`src/rtl/jtag_l2_pkg.sv`:
```
// jtag_l2_pkg: shared constants and types for the JTAG L2 test block.
//   IR width and instruction codes, TAP state enum, confreg layout,
//   DR widths.
package jtag_l2_pkg;

  localparam int unsigned IR_W = 4;
  localparam logic [IR_W-1:0] IR_CAPTURE = 4'b0101;
  localparam logic [IR_W-1:0] IR_IDCODE  = 4'h1;
  localparam logic [IR_W-1:0] IR_CONFREG = 4'h6;
  localparam logic [IR_W-1:0] IR_ADDR    = 4'h8;
  localparam logic [IR_W-1:0] IR_DATA    = 4'h9;
  localparam logic [IR_W-1:0] IR_BYPASS  = 4'hF;

  localparam int unsigned CONFREG_W = 9;
  localparam int unsigned MODE_LSB  = 1;
  localparam int unsigned MODE_MSB  = 3;
  localparam logic [MODE_MSB-MODE_LSB:0] MODE_JTAG = 3'b001;

  localparam int unsigned DR_W     = 32;
  localparam int unsigned BYPASS_W = 1;

  typedef enum logic [3:0] {
    TAP_RESET,
    TAP_IDLE,
    TAP_SELECT_DR,
    TAP_CAPTURE_DR,
    TAP_SHIFT_DR,
    TAP_EXIT1_DR,
    TAP_PAUSE_DR,
    TAP_EXIT2_DR,
    TAP_UPDATE_DR,
    TAP_SELECT_IR,
    TAP_CAPTURE_IR,
    TAP_SHIFT_IR,
    TAP_EXIT1_IR,
    TAP_PAUSE_IR,
    TAP_EXIT2_IR,
    TAP_UPDATE_IR
  } tap_state_e;

endpackage

```
`src/rtl/jtag_l2_tap_fsm.sv`:
```
// jtag_l2_tap_fsm: IEEE 1149.1 16-state TAP controller.
//   clk_i        : system clock
//   trst_ni      : async active-low TAP reset
//   step_i       : one-cycle pulse on detected TCK rising edge
//   tms_i        : synchronized TMS
//   state_o      : current TAP state
//   capture/shift/update strobes for DR and IR, valid with step_i.
//   Capture and shift fire on the step leaving the state; update fires
//   on the step entering Update-xR.
module jtag_l2_tap_fsm
  import jtag_l2_pkg::*;
(
  input  logic       clk_i,
  input  logic       trst_ni,
  input  logic       step_i,
  input  logic       tms_i,
  output tap_state_e state_o,
  output logic       capture_dr_o,
  output logic       shift_dr_o,
  output logic       update_dr_o,
  output logic       capture_ir_o,
  output logic       shift_ir_o,
  output logic       update_ir_o
);

  tap_state_e state_q, state_d, next_state;

  always_ff @(posedge clk_i or negedge trst_ni) begin
    if (!trst_ni) state_q <= TAP_RESET;
    else          state_q <= state_d;
  end

  always_comb begin
    next_state = state_q;
    unique case (state_q)
      TAP_RESET:      next_state = tms_i ? TAP_RESET     : TAP_IDLE;
      TAP_IDLE:       next_state = tms_i ? TAP_SELECT_DR : TAP_IDLE;
      TAP_SELECT_DR:  next_state = tms_i ? TAP_SELECT_IR : TAP_CAPTURE_DR;
      TAP_CAPTURE_DR: next_state = tms_i ? TAP_EXIT1_DR  : TAP_SHIFT_DR;
      TAP_SHIFT_DR:   next_state = tms_i ? TAP_EXIT1_DR  : TAP_SHIFT_DR;
      TAP_EXIT1_DR:   next_state = tms_i ? TAP_UPDATE_DR : TAP_PAUSE_DR;
      TAP_PAUSE_DR:   next_state = tms_i ? TAP_EXIT2_DR  : TAP_PAUSE_DR;
      TAP_EXIT2_DR:   next_state = tms_i ? TAP_UPDATE_DR : TAP_SHIFT_DR;
      TAP_UPDATE_DR:  next_state = tms_i ? TAP_SELECT_DR : TAP_IDLE;
      TAP_SELECT_IR:  next_state = tms_i ? TAP_RESET     : TAP_CAPTURE_IR;
      TAP_CAPTURE_IR: next_state = tms_i ? TAP_EXIT1_IR  : TAP_SHIFT_IR;
      TAP_SHIFT_IR:   next_state = tms_i ? TAP_EXIT1_IR  : TAP_SHIFT_IR;
      TAP_EXIT1_IR:   next_state = tms_i ? TAP_UPDATE_IR : TAP_PAUSE_IR;
      TAP_PAUSE_IR:   next_state = tms_i ? TAP_EXIT2_IR  : TAP_PAUSE_IR;
      TAP_EXIT2_IR:   next_state = tms_i ? TAP_UPDATE_IR : TAP_SHIFT_IR;
      TAP_UPDATE_IR:  next_state = tms_i ? TAP_SELECT_DR : TAP_IDLE;
    endcase

    state_d      = step_i ? next_state : state_q;
    capture_dr_o = step_i && (state_q == TAP_CAPTURE_DR);
    shift_dr_o   = step_i && (state_q == TAP_SHIFT_DR);
    update_dr_o  = step_i && (state_q != TAP_UPDATE_DR) && (next_state == TAP_UPDATE_DR);
    capture_ir_o = step_i && (state_q == TAP_CAPTURE_IR);
    shift_ir_o   = step_i && (state_q == TAP_SHIFT_IR);
    update_ir_o  = step_i && (state_q != TAP_UPDATE_IR) && (next_state == TAP_UPDATE_IR);
  end

  assign state_o = state_q;

endmodule

```
`config.mk`:
```
export PLATFORM = sky130hd
export DESIGN_NAME = jtag_l2_tap_fsm
export DESIGN_NICKNAME = d
export VERILOG_FILES = /design/src/rtl/jtag_l2_pkg.sv /design/src/rtl/jtag_l2_tap_fsm.sv
export SDC_FILE = /design/constraint.sdc
export NUM_CORES = 1
export LEC_CHECK = 0
export ABC_AREA = 1
export ABC_CLOCK_PERIOD_IN_PS = 1700
export CORE_AREA = 2 2 39 41
export CTS_CLUSTER_SIZE = 24
export DETAILED_ROUTE_END_ITERATION = 8
export DIE_AREA = 0 0 41 43
export GPL_TIMING_DRIVEN = 0
export SLEW_MARGIN = 20
export SYNTH_ARGS = -nofsm -noshare
export SYNTH_HDL_FRONTEND = slang
export SYNTH_SLANG_ARGS = --single-unit
```
`constraint.sdc`:
```
create_clock -name clk_i -period 1.7 [get_ports clk_i]
set_input_delay 0.17 -clock clk_i [delete_from_list [all_inputs] [get_ports clk_i]]
set_output_delay 0.17 -clock clk_i [all_outputs]
set_load 0.05 [all_outputs]
```
# Word-level counts from Yosys, hierarchy flattened
# Index checks and enable logic that the tools add are counted.
[op_classes]
eq_ne = 19
multipliers = 0
n_div = 0
bitwise = 0
muxes = 13
shifts = 0
addsub = 0
order_cmp = 0
n_reduce_logical = 12
[ops]
columns = ["operator", "n"]
rows = [
  ["4-bit one-hot mux with 12 select lines", 1],
  ["4-bit equality test (second input constant)", 10],
  ["4-bit by 3-bit equality test with 1-bit output (second input constant)", 4],
  ["4-bit 2-to-1 mux", 4],
  ["4-bit by 2-bit equality test with 1-bit output (second input constant)", 2],
  ["1-bit logical AND", 8],
  ["4-bit != test (second input constant)", 2],
  ["2-bit 2-to-1 mux", 3],
  ["3-bit 2-to-1 mux", 2],
  ["4-bit by 1-bit equality test with 1-bit output (second input constant)", 1],
  ["4-bit logical NOT", 1],
  ["2-bit OR reduction", 2],
  ["1-bit 2-to-1 mux", 3],
  ["3-bit OR reduction", 1],
]
[word_totals]
register_bits = 4
ram_bits = 0
latchBits = 0
memories = 0
output_inout_bits = 10
input_bits = 4
romBits = 0
wordCells = 45

# Longest topological paths before layout
[logic_depth]
ltp_word = 5
depth_mapped = 10
mapped_depth_nobuf = 9

# Worst setup path after synthesis
# OpenSTA, ideal clock, no wires.
[synth_path]
path_type = "reg2out"
start = "register state_q[2], in the netlist state_o[2]"
end = "output port shift_dr_o"
path_buffers = 1
path_slack_ps = -874
t_arrival_ps = 2404
required_ps = 1530
path_stages_with_launch = 4
path_cell_list = "dfrtp_1 buf_6 inv_2 nor4_1"
[synth_between]
elab_chain_len = 2
[synth_lines]
columns = ["element", "line", "source"]
rows = [
  ["start: declaration", "jtag_l2_tap_fsm.sv:26", "tap_state_e state_q, state_d, next_state;"],
  ["start signal: assignment", "jtag_l2_tap_fsm.sv:30", "else state_q <= state_d;"],
  ["4-bit by 3-bit equality test with 1-bit output", "jtag_l2_tap_fsm.sv:56", "shift_dr_o = step_i && (state_q == TAP_SHIFT_DR);"],
  ["1-bit logical AND", "jtag_l2_tap_fsm.sv:56", ""],
  ["end: declaration", "jtag_l2_tap_fsm.sv:19", "output logic shift_dr_o,"],
]
# No other way between the ends.

# Final worst setup path
[layout_path]
start = "register state_q[2], in the netlist state_o[2]"
end = "output port update_dr_o"
[layout_between]
elab_chain_len = 5
elab_cells_between_ends = 24
cone_classes = "17 x eq/ne; 1 x mux; 6 x reduce/logical"
[layout_lines]
columns = ["element", "line", "source"]
rows = [
  ["4-bit equality test, or another cell as far along", "jtag_l2_tap_fsm.sv:35", "unique case (state_q)"],
  ["3-bit OR reduction (no line) or 2-bit OR reduction (tied branches)", "n/a", ""],
  ["4-bit one-hot mux with 12 select lines", "jtag_l2_tap_fsm.sv:35", ""],
  ["4-bit equality test", "jtag_l2_tap_fsm.sv:57", "update_dr_o = step_i && (state_q != TAP_UPDATE_DR) && (next_state == TAP_UPDATE_DR);"],
  ["1-bit logical AND *", "jtag_l2_tap_fsm.sv:57", ""],
  ["end: declaration", "jtag_l2_tap_fsm.sv:20", "output logic update_dr_o,"],
]
# Mark *: on every way between the ends. The rest lies on a longest branch, timed or not.

==> flow_summary.toml <==
[worst_setup_path]
rrSetupSlack_ns = 0.24
critPathMaxStageDelay_ns = 0.46
endpoint_kind = "primary output"
cpMaxStageDelayCell = "dfrtp_2"
startpoint = "state_o[2]$_DFFE_PN0P_"
critPathMaxFanout = 5
r2r_start = "state_o[3]$_DFFE_PN0P_"
cp-start-kind = "flip-flop"
critPathKind = "flip-flop to primary output"
crit_chain = "buf_6, nor2_4, nand3_2, nand2_1, nand2_2, a21oi_4, nand2_2, nor2_4, buf_8"
cp.required_ns = 1.53
crit_arrival_ns = 1.73

[global_route]
grt_usage_pct = 15.8
grt_overflow_total = 0
grt_antenna_before_repair = 0
grt_first_pass_wirelength_mm = 1.99
grt_start_max_net_pins = 11
grt_pass1_vias = 533

[outcome]
failed_checks = "negative setup slack"
status = "finished with violations"

[detailed_routing]
wl_per_cell_um = 11.1
drt_iter0_markers = 11
drt_pre_antenna_iters = 4
ant_nets = 0
viasPerCell = 4.88
postRouteWirelength_mm = 1.46
drc_errors = 0
via_count = 644

[clock_tree]
clk_pin_slew_ns = 0.04
h-tree-depth = 1
clkLatencyLatePin_ns = 0.23
root_buffer = "clkbuf_4"
cts_buffers = 3
clkSinkCount = 4
cts_tree = "done"
cts_max_path_buffers = 2

[power]
vdd_ir_drop_max_mv = 1.32
p_leak_uw = 0.000459
power_density_mw_per_mm2 = 2050
total_power_uw = 1790

[timing]
period_minus_slack_ns = 1.90
worst_pin_slew_ns = 0.504
setup_viol_count_final = 2
finalCritPeriodShare_pct = 112
layout_setup_ws_ns = -0.202
finalMaxSlewViolations = 0
rsz0062_at_grt = "true"
hold_viol = 0
maxSlewHeadroom_pct = 66.4
max_freq_mhz = 526
setup_tns_ns = -0.398
clock_skew_ns = 0.00433

[floorplan]
dieHeight_um = 43
die_x_um = 41
fp.coreArea_mm2 = 0.00138
start_util_pct = 35.6
io_pins = 14
die_area_mm2 = 0.00176
num_rows = 14

[synth]
async_flop_share_pct = 100
ys_top_cells_by_area = "nand2_1 24%, dfrtp_1 20%, nand3_1 12%"
netlist_area_um2 = 493
synth-seq-area-share_pct = 20.3
synth_warnings = 0
ys.flop_type = "dfrtp_1"
synth_top_area_cell = "nand2_1"
ys_seq_elements = 4
synth_common_cells = "31 x nand2_1, 15 x nor2_1, 12 x nand3_1"
synth_edf_count = 0
netlist_instances = 92
synth_top_area_share_pct = 23.6
syn_avg_cell_area_um2 = 5.36
syn-num-nets = 96
synthDistinctLibCells = 17
synth.most_common_cell = "nand2_1"

[placed_design]
port_buffers = 13
hpwl_mm = 1.04
gp_congestion = 0.834

[finish]
nNetsFinal = 122
drive_gt1_share_pct = 44.8
largest_register_ffs = 4
register_area_um2 = 105
syn_to_final_growth_pct = 76.6
multi_input_area_um2 = 419
n_antenna_cell = 0
fill_cells = 130

[run]
max-cap-violations = 0

[worst_hold_path]
hold_class = "primary input to async pin"
==> logic make-up (layout without fill, tap and decap cells) <==
logic type,after synthesis,in the layout,synth area share [%]
buffers and inverters,15,39,13.7
flip-flops,4,4,20.3
AND/OR/NAND/NOR,64,64,56.1
AO/OA/AOI/OAI,9,9,9.90
==> layout make-up <==
type	instances	share of cell area [%]
buffer	1	1.72
clock buffer	3	2.59
inverter	13	6.32
multi-input combinational	73	48.1
sequential	4	12.1
tap	16	2.30
timing repair buffer	22	26.9
==> path summary, 6_finish.rpt <==
check	depth (start not counted)	to
setup / recovery	9	update_dr_o
hold reg to reg	2	state_o[0]$_DFFE_PN0P_
setup reg to reg	10	state_o[0]$_DFFE_PN0P_
min in group clk_i	2	state_o[1]$_DFFE_PN0P_
max in group asynchronous	1	state_o[2]$_DFFE_PN0P_
hold / removal	1	state_o[0]$_DFFE_PN0P_
==> worst max-delay path, delay by kind of cell, from the launching register on <==
family | cells | cell delay [ns]
simple gates | 6 | 0.58
compound gates | 1 | 0.18
buf+inv | 2 | 0.29
flops | 1 | 0.46
==> per-layer routing <==
layer	up-vias	GRT usage [%]	routed length, um
met5	-	0	0
met4	0	8.67	12
met3	2	1.05	52
met2	17	23.4	716
met1	283	21.9	676
li1	342	-	-
==> per-stage QoR <==
| step | hold slack, ns | setup slack (ns) | std cells | cell area (um2) | utilization, % |
|---|---|---|---|---|---|
| floorplan | -0.126 | -0.0311 | 92 | 556 | - |
| global placement | 0.376 | -0.763 | 121 | 706 | 51.0 |
| detailed placement | 0.380 | -0.730 | 121 | 706 | 51.0 |
| CTS | 0.130 | -0.170 | 125 | 721 | 52.1 |
| global route | 0.149 | -0.265 | 132 | 871 | 62.9 |
| finish | 0.133 | -0.202 | 132 | 871 | 62.9 |
==> cell usage in the layout, fill, tap and decap left out, drive strengths merged, types with 3 or more instances in the layout <==
cell type      instances
dfrtp                  4
buf                   13
o21ai                  7
nand3                 13
clkbuf                 5
nand2                 31
nor2                  17
dlymetal6s2s           3
inv                   12
clkdlybuf4s50          4
==> where the power goes <==
group,switching (uW),leakage [uW],internal (uW)
clock,36.4,0.0000138,78.8
sequential,93.1,0.0000466,148
combinational,861,0.000398,569
total,990,0.000459,795
==> what timing repair did <==
item                       in CTS  in global routing
pin swaps                       3                  8
hold buffers                    0                  0
gates resized for setup        32                 29
setup endpoints to repair       6                  7
gates cloned                    0                  1
setup buffers                   2                  6
(Power assumes the default switching activity.)
==> RTL change: new RTL, same settings <==
Put a register stage on the output `shift_ir_o`, cleared by the reset. The value now appears one clock later. The other outputs are not delayed to match.
--- a/src/rtl/jtag_l2_tap_fsm.sv
+++ b/src/rtl/jtag_l2_tap_fsm.sv
@@ -22,6 +22,8 @@
   output logic       shift_ir_o,
   output logic       update_ir_o
 );
+
+  logic shift_ir_d;
 
   tap_state_e state_q, state_d, next_state;
 
@@ -56,11 +58,19 @@
     shift_dr_o   = step_i && (state_q == TAP_SHIFT_DR);
     update_dr_o  = step_i && (state_q != TAP_UPDATE_DR) && (next_state == TAP_UPDATE_DR);
     capture_ir_o = step_i && (state_q == TAP_CAPTURE_IR);
-    shift_ir_o   = step_i && (state_q == TAP_SHIFT_IR);
+    shift_ir_d   = step_i && (state_q == TAP_SHIFT_IR);
     update_ir_o  = step_i && (state_q != TAP_UPDATE_IR) && (next_state == TAP_UPDATE_IR);
   end
 
   assign state_o = state_q;
 
+  always_ff @(posedge clk_i or negedge trst_ni) begin
+    if (!trst_ni) begin
+      shift_ir_o <= '0;
+    end else begin
+      shift_ir_o <= shift_ir_d;
+    end
+  end
+
 endmodule
 
Formal check against the unedited RTL: not equivalent (Yosys sat finds a counterexample within 10 cycles, from zero or initial values and one cycle with trst_ni low).
==> RTL change against the unedited design <==
- the run still ends with negative setup slack left
- cell area shrank 3.7%
- global-route usage grew 4.1 points
- synthesized area grew 6.1%
- sequential cell count rose by 1
- sequential share of layout area rose by 3.5 points
- routed wire length up 4.0%
- power is 2.8% lower
- first-iteration DRC count up 18%
- worst setup slack worse by 0.0070 ns
- largest power group unchanged
- highest routed layer unchanged
==> RTL change: results (changes against the unedited design) <==
[metrics] proportion of cell area occupied by multi-input gates: 48.2% (+0.077 points)
[metrics] global-route wire length before repair: 2390 um (+20%)
[metrics] Hold Slack: 0.158 ns (+0.0250 ns)
[metrics] met3 track utilization from global routing: 6.81% (+5.8 points)
[metrics] worst-case vdd ir drop: 0.939 mV (-29%)
[metrics] post-route setup slack: -0.209 ns (-0.00704 ns)
[metrics] Cell Area, Placed: 728 um^2 (+3.2%)
[metrics] HPWL reported at the end of detailed placement: 1110 um (+6.6%)
[metrics] worst setup slack before clock tree synthesis: -0.777 ns (-0.0473 ns)
[metrics] worst flop-to-flop path endpoint: state_o[3]
[metrics] maximum number of pins on one net before global-route repair: 10 (-1)
[metrics] fraction of area in non-clock buffers: 24.6% (-4.0 points)
[metrics] portion of the post-synthesis area used by sequential elements: 23.9% (+3.6 points)
[metrics] number of nets in the synthesized netlist: 97 (+1.0%)
[metrics] non-clock buffer count: 21 (-8.7%)
[metrics] transition time at the pin with the least slew margin: 0.490 ns (-0.0131 ns)
[metrics] internal power: 0.000756 W (-4.9%)
[metrics] global-route usage over all layers: 20.0% (+4.1 points)
[metrics] final sequential cell count: 5 (+1)
[metrics] share of final-layout standard cells stronger than drive strength 1: 37.9% (-6.9 points)
[metrics] fill cell total of the finished layout: 135 (+3.8%)
[metrics] Seq area share: 15.5% (+3.5 points)
[metrics] Met2 Routed Length: 725 um (+1.3%)
[metrics] Total Routed Length: 1520 um (+4.0%)
[metrics] failing checks: negative setup slack
[metrics] status: finished with violations
[metrics] Setup violations, final: 2 (unchanged)
[metrics] met1 wire length: 703 um (+4.0%)
==> RTL change: worst max-delay path by stage <==
stage	start	endpoint	slack, ns	depth (start not counted)
floorplan	state_o[2]	update_ir_o	-0.006	8
global placement	tms_i	update_dr_o	-0.80	9
detailed placement	tms_i	update_ir_o	-0.78	9
CTS	state_o[3]	update_dr_o	-0.25	9
global route	state_o[2]	update_dr_o	-0.30	9
finish	state_o[1]	update_ir_o	-0.21	9
==> RTL change: repair_timing <==
action,in CTS,in global routing
gates resized for setup,30,13
buffers inserted,3,3
hold endpoints to repair,0,0
endpoints found under the setup margin,6,5
pin swaps,5,4
==> RTL change: cells by family (layout without fill, tap and decap cells) <==
| family | after synthesis | after routing | synth area share [%] |
|---|---|---|---|
| DFF | 5 | 5 | 23.9 |
| and+or+nand+nor | 64 | 64 | 53.8 |
| AOI/OAI and AO/OA | 9 | 9 | 9.33 |
| buffers and inverters | 15 | 38 | 12.9 |
==> RTL change: worst max-delay path: stages, from the launching register on <==
cell and delay, ns:
sky130_fd_sc_hd__dfrtp_2 0.44, sky130_fd_sc_hd__buf_12 0.15, sky130_fd_sc_hd__nor2_2 0.14, sky130_fd_sc_hd__inv_1 0.05, sky130_fd_sc_hd__nor2_1 0.10, sky130_fd_sc_hd__nor2_1 0.08
sky130_fd_sc_hd__a21oi_4 0.20, sky130_fd_sc_hd__nand2_2 0.09, sky130_fd_sc_hd__nor2_4 0.08, sky130_fd_sc_hd__buf_6 0.16
==> RTL change: power by group through the flow <==
stage               Combinational, W  Sequential (W)  Clock, W
detailed placement           0.00116        0.000234         0
finish                       0.00137        0.000224  0.000139
floorplan                   0.000752        0.000375         0
global placement             0.00117        0.000231         0
global route                 0.00148        0.000232  0.000156
CTS                          0.00122        0.000237  0.000145
